`src/rtl/uart_pkg.sv`:
```
// Shared UART definitions: Tx state encoding, parity helper and the legal
// parameter ranges common to the Tx and Rx blocks.
package uart_pkg;

  localparam int DATA_W_MIN       = 5;
  localparam int DATA_W_MAX       = 9;
  localparam int CLKS_PER_BIT_MIN = 2;

  typedef enum logic [2:0] {
    IDLE,
    START,
    DATA,
    PARITY,
    STOP
  } uart_tx_state_t;

  // Callers zero-extend narrower words; the extra zeros do not change the XOR.
  function automatic logic parity_bit(input logic [DATA_W_MAX-1:0] data,
                                      input logic                  odd);
    return (^data) ^ odd;
  endfunction

endpackage

```
`src/rtl/uart_bit_timer.sv`:
```
// Bit-period timer: counts 0..CLKS_PER_BIT-1 while enabled and pulses
// bit_done on the last cycle of each bit. Shared by the Tx and Rx sides.
module uart_bit_timer
  import uart_pkg::*;
#(
  parameter int CLKS_PER_BIT = 16
) (
  input  logic clk,
  input  logic resetn,
  input  logic clear,
  input  logic enable,
  output logic bit_done
);

  if (CLKS_PER_BIT < CLKS_PER_BIT_MIN) begin : g_bad_clks_per_bit
    $error("uart_bit_timer: CLKS_PER_BIT must be at least %0d", CLKS_PER_BIT_MIN);
  end

  localparam int CNT_W = $clog2(CLKS_PER_BIT);
  localparam logic [CNT_W-1:0] LAST = CNT_W'(CLKS_PER_BIT - 1);

  logic [CNT_W-1:0] cnt_q;

  // NOTE: sequential state uses non-blocking assignments so every flop samples
  // pre-edge values regardless of process ordering.
  always_ff @(posedge clk or negedge resetn) begin
    if (!resetn) begin
      cnt_q <= '0;
    end else if (clear) begin
      cnt_q <= '0;
    end else if (enable) begin
      cnt_q <= (cnt_q == LAST) ? '0 : cnt_q + 1'b1;
    end
  end

  assign bit_done = enable && (cnt_q == LAST);

endmodule

```
`src/rtl/uart_tx_frame.sv`:
```
// UART transmitter: accepts a word over valid/ready and sends start, DATA_W
// data bits LSB-first, optional parity and one or two stop bits.
module uart_tx_frame
  import uart_pkg::*;
#(
  parameter int DATA_W       = 8,
  parameter int CLKS_PER_BIT = 16
) (
  input  logic              clk,
  input  logic              resetn,
  input  logic [DATA_W-1:0] tx_data,
  input  logic              tx_valid,
  output logic              tx_ready,
  input  logic              parity_en,
  input  logic              parity_odd,
  input  logic              two_stop,
  output logic              tx_out,
  output logic              busy
);

  if (DATA_W < DATA_W_MIN || DATA_W > DATA_W_MAX) begin : g_bad_data_w
    $error("uart_tx_frame: DATA_W must be in %0d..%0d", DATA_W_MIN, DATA_W_MAX);
  end

  localparam int CNT_W = $clog2(DATA_W) + 1;
  localparam logic [CNT_W-1:0] LAST_DATA = CNT_W'(DATA_W - 1);

  uart_tx_state_t    state_q, state_d;
  logic [DATA_W-1:0] shift_q, shift_d;
  logic [CNT_W-1:0]  bit_cnt_q;
  logic              parity_en_q, parity_q, two_stop_q;
  logic              tx_d;
  logic              accept, bit_done, last_data, last_stop;

  assign tx_ready  = (state_q == IDLE);
  assign busy      = (state_q != IDLE);
  assign accept    = tx_ready && tx_valid;
  assign last_data = (bit_cnt_q == LAST_DATA);
  assign last_stop = (bit_cnt_q == (two_stop_q ? CNT_W'(1) : CNT_W'(0)));

  uart_bit_timer #(
    .CLKS_PER_BIT(CLKS_PER_BIT)
  ) u_bit_timer (
    .clk     (clk),
    .resetn  (resetn),
    .clear   (accept),
    .enable  (busy),
    .bit_done(bit_done)
  );

  always_ff @(posedge clk or negedge resetn) begin
    if (!resetn) state_q <= IDLE;
    else         state_q <= state_d;
  end

  // NOTE: every variable assigned here gets a default first, so no path
  // leaves it unassigned and no latch is inferred.
  always_comb begin
    state_d = state_q;
    case (state_q)
      IDLE:    if (tx_valid) state_d = START;
      START:   if (bit_done) state_d = DATA;
      DATA:    if (bit_done && last_data) state_d = parity_en_q ? PARITY : STOP;
      PARITY:  if (bit_done) state_d = STOP;
      STOP:    if (bit_done && last_stop) state_d = IDLE;
      default: state_d = IDLE;
    endcase
  end

  // tx_out is registered from the level the next state will drive, which
  // gives the one-cycle acceptance-to-start-bit latency.
  always_comb begin
    shift_d = shift_q;
    if (accept) begin
      shift_d = tx_data;
    end else if (state_q == DATA && bit_done) begin
      shift_d = shift_q >> 1;
    end

    tx_d = 1'b1;
    case (state_d)
      START:   tx_d = 1'b0;
      DATA:    tx_d = shift_d[0];
      PARITY:  tx_d = parity_q;
      default: tx_d = 1'b1;
    endcase
  end

  always_ff @(posedge clk or negedge resetn) begin
    if (!resetn) begin
      shift_q     <= '0;
      bit_cnt_q   <= '0;
      parity_en_q <= 1'b0;
      parity_q    <= 1'b0;
      two_stop_q  <= 1'b0;
      tx_out      <= 1'b1;
    end else begin
      shift_q <= shift_d;
      tx_out  <= tx_d;
      if (state_d != state_q) begin
        bit_cnt_q <= '0;
      end else if (bit_done) begin
        bit_cnt_q <= bit_cnt_q + 1'b1;
      end
      if (accept) begin
        parity_en_q <= parity_en;
        two_stop_q  <= two_stop;
        parity_q    <= parity_bit(DATA_W_MAX'(tx_data), parity_odd);
      end
    end
  end

endmodule

```
`config.mk`:
```
export PLATFORM = sky130hd
export DESIGN_NAME = uart_tx_frame
export DESIGN_NICKNAME = d
export VERILOG_FILES = /design/src/rtl/uart_pkg.sv /design/src/rtl/uart_bit_timer.sv /design/src/rtl/uart_tx_frame.sv
export SDC_FILE = /design/constraint.sdc
export NUM_CORES = 1
export LEC_CHECK = 0
export ABC_AREA = 1
export BUFFER_PORTS_ARGS = -buffer_cell sky130_fd_sc_hd__buf_2
export CORE_MARGIN = 4
export CORE_UTILIZATION = 55
export CTS_CLUSTER_SIZE = 25
export DETAILED_ROUTE_END_ITERATION = 6
export PLACE_DENSITY = 0.86
export SLEW_MARGIN = 20
export SYNTH_ARGS = -nofsm -noshare
export SYNTH_HDL_FRONTEND = slang
export SYNTH_SLANG_ARGS = --single-unit
```
`constraint.sdc`:
```
create_clock -name clk -period 1.6 [get_ports clk]
set_input_delay 0.16 -clock clk [delete_from_list [all_inputs] [get_ports clk]]
set_output_delay 0.16 -clock clk [all_outputs]
set_load 0.05 [all_outputs]
```
==> results.py, run 1 <==
metrics = {
    "power_and_ir_drop": {
        "total_power_w": 0.000909,
        "power_density_nw_per_um2": 580,
        "power_frac_seq_pct": 63.9,
        "p_int_w": 0.000705,
        "ir_drop_mv": 0.333,
        "leakage_nw": 0.822,
        "switching_share_pct": 22.4,
        "clkPwrFrac_pct": 28.2,
        "combPwrFrac_pct": 7.8,
        "p_sw_w": 0.000204,
    },
    "outcome": {
        "status": "finished clean",
    },
    "logic_synthesis": {
        "yosysWarnings": 0,
        "synth_area_leader_cell": "dfrtp_1",
        "syn-cell-area_um2": 1360,
        "synth_cell_types": 25,
        "synth_top_area_share_pct": 40.4,
        "synth_area_leaders": "dfrtp_1 40%, nand2_1 15%, inv_1 6.9%, nand3_1 6.2%, nor2_1 4.1%",
        "avgSynthCellArea_um2": 7.62,
        "synthCells": 179,
        "syn-num-nets": 195,
        "synth-seq-cells": 23,
        "synth-seq-area-share_pct": 42.3,
    },
    "detailed_routing": {
        "routed_via_density": 5.42,
        "drc_errors": 0,
        "drt_iter0_drc": 41,
        "firstDrtPassIters": 4,
        "wl_mm": 2.95,
        "vias": 1258,
        "wl_per_cell_um": 12.7,
        "drtAntennaViolNets": 0,
    },
    "final_layout": {
        "area_growth_pct": 15.0,
        "final_cell_mix": "54 x nand2_1, 25 x inv_1, 21 x dfrtp_1, 16 x nand3_1, 15 x buf_2",
        "layout_commonest_cell": "nand2_1",
        "n_antenna_cell": 0,
        "fin_cells": 232,
        "fin_util_pct": 68.9,
        "nets": 221,
        "drive_gt1_share_pct": 24.0,
    },
    "placed_design": {
        "io_buffers": 16,
        "place_ws_ns": 0.0714,
        "gp_congestion": 0.766,
        "dpl.cell_count": 223,
        "hpwl_mm": 2.24,
    },
    "sta": {
        "slew_viol_final": 0,
        "rsz0062_at_grt": "true",
        "relSlewSlack_pct": 66.8,
        "fin_ws_ns": 0.0693,
        "timing.setup.tns_ns": 0,
        "final_hold_viol_count": 0,
        "period_needed_ns": 1.53,
        "fin_crit_sh_pct": 95.7,
        "setup_viol": 0,
        "finClkSkew_ns": 0.00318,
        "timing.fmax_mhz": 653,
        "worst_pin_slew_ns": 0.498,
    },
    "clocking": {
        "cts_made_buffers": 3,
        "cts_buffer_depth": 2,
        "ctsHtreeMaxLevel": 1,
        "path_clk_slew_ns": 0.12,
        "clk_latency_ns": 0.29,
        "cts.sinks": 23,
        "clockRootBuffer": "clkbuf_4",
        "tritoncts": "done",
    },
    "min_path": {
        "min_path_cells": 3,
        "hp-start": "two_stop",
        "hold_class": "input port to flop",
        "whs_endpoint": "two_stop_q$_DFFE_PN0P_",
    },
    "floorplanning": {
        "fp.dieH_um": 57.8,
        "core-area_um2": 2280,
        "rows": 17,
        "io_pins": 17,
        "initial_core_util_pct": 59.9,
        "die-area_um2": 3340,
        "dieWidth_um": 57.8,
    },
    "worst_setup_path": {
        "path_max_fanout": 9,
        "critPathTopFamily": "flip-flops",
        "r2r_end": "bit_cnt_q[3]$_DFFE_PN0P_",
        "crit_buf_inv": 2,
        "max_stage_delay_ns": 0.46,
        "r2r-start": "u_bit_timer.cnt_q[1]$_DFFE_PN0P_",
        "cp.required_ns": 1.44,
        "rr_worst_depth": 8,
        "cp-end-kind": "primary output",
        "cp_slowest_cell": "dfrtp_1",
        "path_cells": "inv_2, nand2_2, buf_2",
        "r2r_slack_ns": 0.08,
        "critPathArrivalTime_ns": 1.37,
        "startpoint_type": "flop",
        "critical_path_class": "flop to primary output",
    },
    "global_route": {
        "busiest_layer": "met2",
        "grt_pass1_vias": 1288,
        "grt_pass1_wl_mm": 5.02,
        "grt_util_met1_pct": 19.9,
        "met2_usage_pct": 34.8,
        "antenna_found_initial": 0,
        "grt-ovfl-total": 0,
        "met3_usage_pct": 4.01,
        "grt_max_degree": 24,
        "grt_usage_pct": 18.9,
    },
    "flow_run": {
        "cap_violations": 0,
    },
}
-- logic make-up after synthesis --
| family | count (synthesis) | synth area share, % |
|---|---|---|
| AND/OR/NAND/NOR | 102 | 35.3 |
| buffers and inverters | 32 | 9.36 |
| flip-flops | 23 | 42.3 |
| AO/OA/AOI/OAI | 14 | 7.34 |
| XOR/XNOR | 6 | 3.85 |
| adder cells (fa/ha/maj) | 2 | 1.83 |
-- how the worst max path moves through the flow --
stage	start	to	slack, ns	cells after the start
floorplan	state_q[1]$_DFF_PN0_	tx_ready	0.16	3
global placement	u_bit_timer.cnt_q[0]$_DFFE_PN0P_	tx_out$_DFF_PN1_	0.14	10
CTS	state_q[0]$_DFF_PN0_	tx_ready	0.01	4
global route	u_bit_timer.cnt_q[1]$_DFFE_PN0P_	bit_cnt_q[3]$_DFFE_PN0P_	-0.06	8
detailed placement	u_bit_timer.cnt_q[0]$_DFFE_PN0P_	shift_q[3]$_DFFE_PN0P_	0.07	8
finish	state_q[2]$_DFF_PN0_	busy	0.07	3
-- metal layers --
layer	share of wire (%)	vias up	wire length [um]
met5	0	-	0
met4	3.4	0	99
met3	4.9	14	143
met2	53	42	1550
met1	39	582	1150
li1	-	620	-
-- cells in the mapped netlist, drive strengths merged --
cell type and number:
nand3b 1, ha 2, xnor2 2, nor2 19, a21oi 3, nand3 20, o21ai 4, o221ai 6
dfstp 1, a22o 1, nand2 60, buf 1, inv 31, xor2 4, dfrtp 22, nor3 2
-- registers in the layout (all words and copies together), names as in the netlist --
| signal | flops |
|---|---|
| two_stop_q | 1 |
| state_q | 3 |
| shift_q | 8 |
| u_bit_timer.cnt_q | 4 |
| bit_cnt_q | 4 |
| tx_out | 1 |
| parity_q | 1 |
| parity_en_q | 1 |
-- stage by stage --
step           instance area [um^2]  hold slack, ns
5_1_grt                        1570          0.0433
4_1_cts                        1510          0.0590
2_1_floorplan                  1360          -0.136
6_report                       1570          0.0589
3_5_place_dp                   1480           0.159
3_3_place_gp                   1480           0.147
-- power groups by stage --
stage | Clock [W] | Sequential [W] | Combinational, W
2_1_floorplan | 0 | 0.000592 | 0.0000317
3_3_place_gp | 0 | 0.000592 | 0.0000658
3_5_place_dp | 0 | 0.000592 | 0.0000703
4_1_cts | 0.000262 | 0.000581 | 0.0000723
5_1_grt | 0.000303 | 0.000582 | 0.0000823
6_report | 0.000257 | 0.000581 | 0.0000712
-- worst reg2reg max path, cell delays in order, from the launching register on --
cell	delay, ns
dfrtp_1	0.42
ha_1	0.23
nand3_4	0.15
nor2_4	0.18
nand3_1	0.13
nand3_1	0.11
nand2_1	0.07
nand2_2	0.10
nor2_1	0.04
-- layout make-up --
class / count / area [um^2]
Clock buffer: 4 / 26.3
Multi-Input combinational cell: 124 / 679
Fill cell: 204 / 708
Sequential cell: 23 / 578
Timing Repair Buffer: 22 / 130
Inverter: 31 / 119
Tap cell: 28 / 35.0
-- timing repair --
item / in CTS / in global routing
cloned: 0 / 0
endpoints found under the hold margin: 22 / 0
pin swaps: 1 / 2
setup buffers: 0 / 4
hold buffers: 1 / 0
setup endpoints to repair: 1 / 11
resized for setup: 1 / 6
Note: power is estimated with default switching activity, not from simulation.
==> run 2, diff against run 1 <==
==> constraint.sdc (replaced) <==
create_clock -name clk -period 1.6 [get_ports clk]
set_input_delay 0.16 -clock clk [delete_from_list [all_inputs] [get_ports clk]]
set_output_delay 0.16 -clock clk [all_outputs]
set_load 0.005 [all_outputs]
==> results.py, run 2 (synthesis results as in run 1) <==
metrics = {
    "detailed_routing": {
        "vias": 1251,
        "drc_errors": 0,
        "drt_iter0_drc": 41,
        "drtAntennaViolNets": 0,
        "firstDrtPassIters": 6,
        "wl_mm": 2.94,
        "routed_via_density": 5.42,
        "wl_per_cell_um": 12.7,
    },
    "final_layout": {
        "largestRegisters": "shift_q x8, bit_cnt_q x4, u_bit_timer.cnt_q x4",
        "area_growth_pct": 15.2,
        "fin_cells": 231,
        "drive_gt1_share_pct": 23.6,
        "multi_input_area_um2": 689,
        "n_fill_cell": 198,
        "layout_commonest_cell": "nand2_1",
        "regMostFlops": "shift_q",
        "final-seq-area_um2": 577,
        "postLayoutCellArea_um2": 1570,
        "largest_reg_flops": 8,
        "nets": 220,
        "n_antenna_cell": 0,
        "final_cell_mix": "54 x nand2_1, 25 x inv_1, 22 x dfrtp_1, 16 x nand3_1, 16 x buf_2",
        "fin_util_pct": 69.0,
    },
    "floorplanning": {
        "io_pins": 17,
        "core-area_um2": 2280,
        "dieWidth_um": 57.8,
        "initial_core_util_pct": 59.9,
        "rows": 17,
        "die-area_um2": 3340,
        "fp.dieH_um": 57.8,
    },
    "placed_design": {
        "postPlaceCellArea_um2": 1480,
        "gp_congestion": 0.766,
        "hpwl_mm": 2.24,
        "dpl.cell_count": 223,
        "io_buffers": 16,
    },
    "sta": {
        "whs_ns": 0.0562,
        "fin_crit_sh_pct": 93.7,
        "relSlewSlack_pct": 66.4,
        "worst_pin_slew_ns": 0.503,
        "setup_viol": 0,
        "timing.fmax_mhz": 667,
        "slew_viol_final": 0,
        "final_hold_viol_count": 0,
        "finClkSkew_ns": 0.00692,
        "period_needed_ns": 1.50,
    },
    "clocking": {
        "clk_latency_ns": 0.30,
        "cts.sinks": 23,
        "path_clk_slew_ns": 0.13,
        "clockRootBuffer": "clkbuf_4",
        "cts_made_buffers": 3,
        "cts_buffer_depth": 2,
        "tritoncts": "done",
        "ctsHtreeMaxLevel": 1,
    },
    "worst_setup_path": {
        "cp.required_ns": 1.84,
        "max_stage_delay_ns": 0.41,
        "path_max_fanout": 7,
        "critPathTopFamily": "simple AND/OR/NAND/NOR gates",
        "cp_slowest_cell": "dfrtp_1",
        "critPathArrivalTime_ns": 1.74,
        "crit_buf_inv": 1,
        "path_cells": "ha_2, nand3_4, inv_6, nand2_2, nand2_4, nor2_2, nor2_4, nand2_1, nand2_1, nand2_1",
        "critical_path_class": "flop to flop",
        "cp-end-kind": "flop",
        "startpoint_type": "flop",
        "cpMostUsedCell": "nand2_1",
    },
    "global_route": {
        "grt_util_met1_pct": 19.9,
        "grt-ovfl-total": 0,
        "met3_usage_pct": 4.01,
        "met2_usage_pct": 34.7,
        "grt_pass1_vias": 1298,
        "grt_pass1_wl_mm": 5.02,
        "grt_usage_pct": 18.9,
        "grt_max_degree": 24,
        "antenna_found_initial": 0,
        "busiest_layer": "met2",
    },
    "power_and_ir_drop": {
        "power_density_nw_per_um2": 582,
        "ir_drop_mv": 0.341,
        "leakage_nw": 0.818,
        "total_power_w": 0.000915,
    },
    "min_path": {
        "hold_class": "input port to flop",
    },
    "flow_run": {
        "cap_violations": 0,
    },
    "outcome": {
        "status": "finished clean",
    },
}
-- run 2: cell count changes in the layout (fill, tap and decap cells not counted), sizes merged --
cell,change
buf,-1
-- run 2: final timing paths --
kind | startpoint | to | slack (ns) | cells past startpoint
worst min-delay path | parity_en | parity_en_q$_DFFE_PN0P_ | 0.06 | 3
worst min register to register | shift_q[6]$_DFFE_PN0P_ | shift_q[5]$_DFFE_PN0P_ | 0.50 | 2
max in group asynchronous | resetn | tx_out$_DFF_PN1_ | 0.88 | 2
worst max register to register | u_bit_timer.cnt_q[1]$_DFFE_PN0P_ | tx_out$_DFF_PN1_ | 0.10 | 10
min in group asynchronous | resetn | u_bit_timer.cnt_q[1]$_DFFE_PN0P_ | 0.35 | 2
worst max-delay path | u_bit_timer.cnt_q[1]$_DFFE_PN0P_ | tx_out$_DFF_PN1_ | 0.10 | 10
-- run 2: repair_timing --
item	4_1_cts	5_1_grt
hold buffers	1	0
hold endpoints to repair	22	0
endpoints found under the setup margin	0	10
buffers inserted	0	3
resized for setup	0	9
-- run 2: worst reg2reg max path, cell delays in order, from the launching register on --
cell and delay [ns]:
dfrtp_1 0.41, ha_2 0.22, nand3_4 0.16, inv_6 0.13
nand2_2 0.11, nand2_4 0.12, nor2_2 0.06, nor2_4 0.07
nand2_1 0.06, nand2_1 0.06, nand2_1 0.05
-- run 2: power breakdown --
group,internal (W),total [W],leakage (nW),switching [W]
Combinational,0.0000272,0.0000713,0.542,0.0000441
Sequential,0.000581,0.000581,0.261,0
Clock,0.0000968,0.000262,0.0150,0.000165
-- run 2: stage by stage --
stage | TNS [ns] | setup WS [ns]
floorplan | 0 | 0.229
global placement | 0 | 0.138
detailed placement | 0 | 0.0714
CTS | 0 | 0.0353
global route | -0.0394 | -0.0175
finish | 0 | 0.100
-- run 2: final cells by class --
| cell class | count | share of cell area, % |
|---|---|---|
| Inverter | 31 | 7.88 |
| Sequential cell | 23 | 36.7 |
| Timing Repair Buffer | 21 | 7.64 |
| Clock buffer | 4 | 1.67 |
| Tap cell | 28 | 2.23 |
| Multi-Input combinational cell | 124 | 43.9 |
-- run 2: layer usage --
layer  vias up  wire [um]
met1       580       1170
met4         0         91
met5         -          0
li1        613          -
met3        11        145
met2        47       1530
==> run 3, diff against run 2 <==
--- a/config.mk
+++ b/config.mk
@@ -6,7 +6,7 @@
 export NUM_CORES = 1
 export LEC_CHECK = 0
 export ABC_AREA = 1
-export BUFFER_PORTS_ARGS = -buffer_cell sky130_fd_sc_hd__buf_2
+export BUFFER_PORTS_ARGS = -buffer_cell sky130_fd_sc_hd__clkbuf_2
 export CORE_MARGIN = 4
 export CORE_UTILIZATION = 55
 export CTS_CLUSTER_SIZE = 25
==> results.py, run 3 (synthesis results as in run 1) <==
metrics = {
    "power_and_ir_drop": {
        "ir_drop_mv": 0.360,
        "power_density_nw_per_um2": 591,
        "leakage_nw": 0.804,
        "clkPwrFrac_pct": 28.4,
        "p_int_w": 0.000705,
        "p_sw_w": 0.000204,
        "power_frac_seq_pct": 63.9,
        "switching_share_pct": 22.5,
        "combPwrFrac_pct": 7.7,
    },
    "global_route": {
        "grt-ovfl-total": 0,
        "grt_pass1_vias": 1148,
        "antenna_found_initial": 0,
        "grt_pass1_wl_mm": 4.75,
        "grt_usage_pct": 18.3,
        "grt_max_degree": 24,
    },
    "clocking": {
        "tritoncts": "done",
        "cts_buffer_depth": 2,
        "path_clk_slew_ns": 0.12,
        "cts.sinks": 23,
        "clockRootBuffer": "clkbuf_4",
        "cts_made_buffers": 3,
        "ctsHtreeMaxLevel": 1,
        "clk_latency_ns": 0.30,
    },
    "floorplanning": {
        "rows": 17,
        "core-area_um2": 2280,
        "io_pins": 17,
        "fp.dieH_um": 57.8,
        "dieWidth_um": 57.8,
        "die-area_um2": 3340,
        "initial_core_util_pct": 59.9,
    },
    "worst_setup_path": {
        "startpoint_type": "flop",
        "path_max_fanout": 7,
        "critical_path_class": "flop to flop",
        "cp.required_ns": 1.79,
        "cp-end-kind": "flop",
        "critPathArrivalTime_ns": 1.71,
    },
    "sta": {
        "fin_crit_sh_pct": 94.5,
        "final_hold_viol_count": 0,
        "rsz0062_at_grt": "true",
        "timing.setup.tns_ns": 0,
        "setup_viol": 0,
        "slew_viol_final": 0,
        "relSlewSlack_pct": 62.5,
        "period_needed_ns": 1.51,
        "finClkSkew_ns": 0.00732,
        "timing.fmax_mhz": 662,
        "worst_pin_slew_ns": 0.563,
    },
    "final_layout": {
        "layout_commonest_cell": "nand2_1",
        "nets": 217,
        "n_antenna_cell": 0,
        "largest_reg_flops": 8,
        "final-seq-area_um2": 578,
        "n_fill_cell": 192,
        "area_growth_pct": 12.8,
        "multi_input_area_um2": 682,
        "largestRegisters": "shift_q x8, bit_cnt_q x4, u_bit_timer.cnt_q x4",
        "regMostFlops": "shift_q",
        "fin_util_pct": 67.6,
        "final_cell_mix": "54 x nand2_1, 25 x inv_1, 21 x dfrtp_1, 16 x nand3_1, 16 x clkbuf_2",
        "drive_gt1_share_pct": 22.0,
    },
    "detailed_routing": {
        "wl_mm": 2.73,
        "vias": 1209,
        "firstDrtPassIters": 4,
        "routed_via_density": 5.30,
        "wl_met1_mm": 1.16,
        "drt_iter0_drc": 52,
        "drtAntennaViolNets": 0,
        "drc_errors": 0,
        "route.met2.wl_mm": 1.39,
        "routed.top_layer": "met4",
        "wl_met3_um": 141,
        "wl_per_cell_um": 12.0,
    },
    "placed_design": {
        "hpwl_mm": 2.17,
        "gp_congestion": 0.747,
        "io_buffers": 16,
    },
    "min_path": {
        "hold_class": "input port to flop",
    },
    "outcome": {
        "status": "finished clean",
    },
    "flow_run": {
        "cap_violations": 0,
    },
}
[run 3: cell type report]
class                      instances  share of cell area (%)
multi-input combinational        124                    44.3
sequential                        23                    37.6
inverter                          31                    7.73
timing repair buffer              18                    6.35
tap                               28                    2.28
clock buffer                       4                    1.71
[run 3: metal layers]
metal | GRT usage (%) | vias to the layer above
li1 | - | 606
met1 | 21.6 | 559
met4 | 8.28 | 0
met5 | 0 | -
met2 | 32.9 | 40
met3 | 2.23 | 4
[run 3: path summary, 6_finish.rpt]
check	start	to	slack, ns	cells after the start
max	u_bit_timer.cnt_q[0]$_DFFE_PN0P_	bit_cnt_q[3]$_DFFE_PN0P_	0.09	8
min	two_stop	two_stop_q$_DFFE_PN0P_	0.05	3
max reg2reg	u_bit_timer.cnt_q[0]$_DFFE_PN0P_	bit_cnt_q[3]$_DFFE_PN0P_	0.09	8
min reg2reg	parity_q$_DFFE_PN0P_	parity_q$_DFFE_PN0P_	0.50	2
max in group asynchronous	resetn	bit_cnt_q[0]$_DFFE_PN0P_	0.83	2
min in group asynchronous	resetn	state_q[2]$_DFF_PN0_	0.36	2
[run 3: power by group through the flow]
stage,combinational (W),clock (W),sequential (W)
after floorplan,0.0000317,0,0.000592
after detailed placement,0.0000701,0,0.000592
after CTS,0.0000721,0.000267,0.000581
after global placement,0.0000657,0,0.000592
final,0.0000703,0.000258,0.000581
after global routing,0.0000826,0.000295,0.000582
[run 3: repair_timing]
action / in CTS / in global routing
hold buffers: 1 / 0
endpoints found under the hold margin: 22 / 0
pin swaps: 0 / 1
gates resized for setup: 1 / 5
setup buffers: 0 / 0
endpoints found under the setup margin: 1 / 7
[run 3: critical path: stages, from the launching register on]
cell	delay, ns
dfrtp_1	0.41
ha_1	0.23
nand3_4	0.15
a21oi_2	0.22
nand3_2	0.13
nand3_1	0.09
nand2_1	0.06
nand2_2	0.08
nor2_1	0.04
[run 3: per-stage QoR]
step                      instance area [um^2]  worst slack [ns]  hold WS [ns]  total power (W)  std cells
after floorplan                           1360             0.229        -0.136         0.000624        179
after global placement                    1480             0.138         0.166         0.000658        223
after detailed placement                  1480            0.0500         0.181         0.000662        223
after CTS                                 1520            0.0186        0.0450         0.000921        228
after global routing                      1540          -0.00736        0.0664         0.000960        228
final                                     1540            0.0888        0.0496         0.000910        228
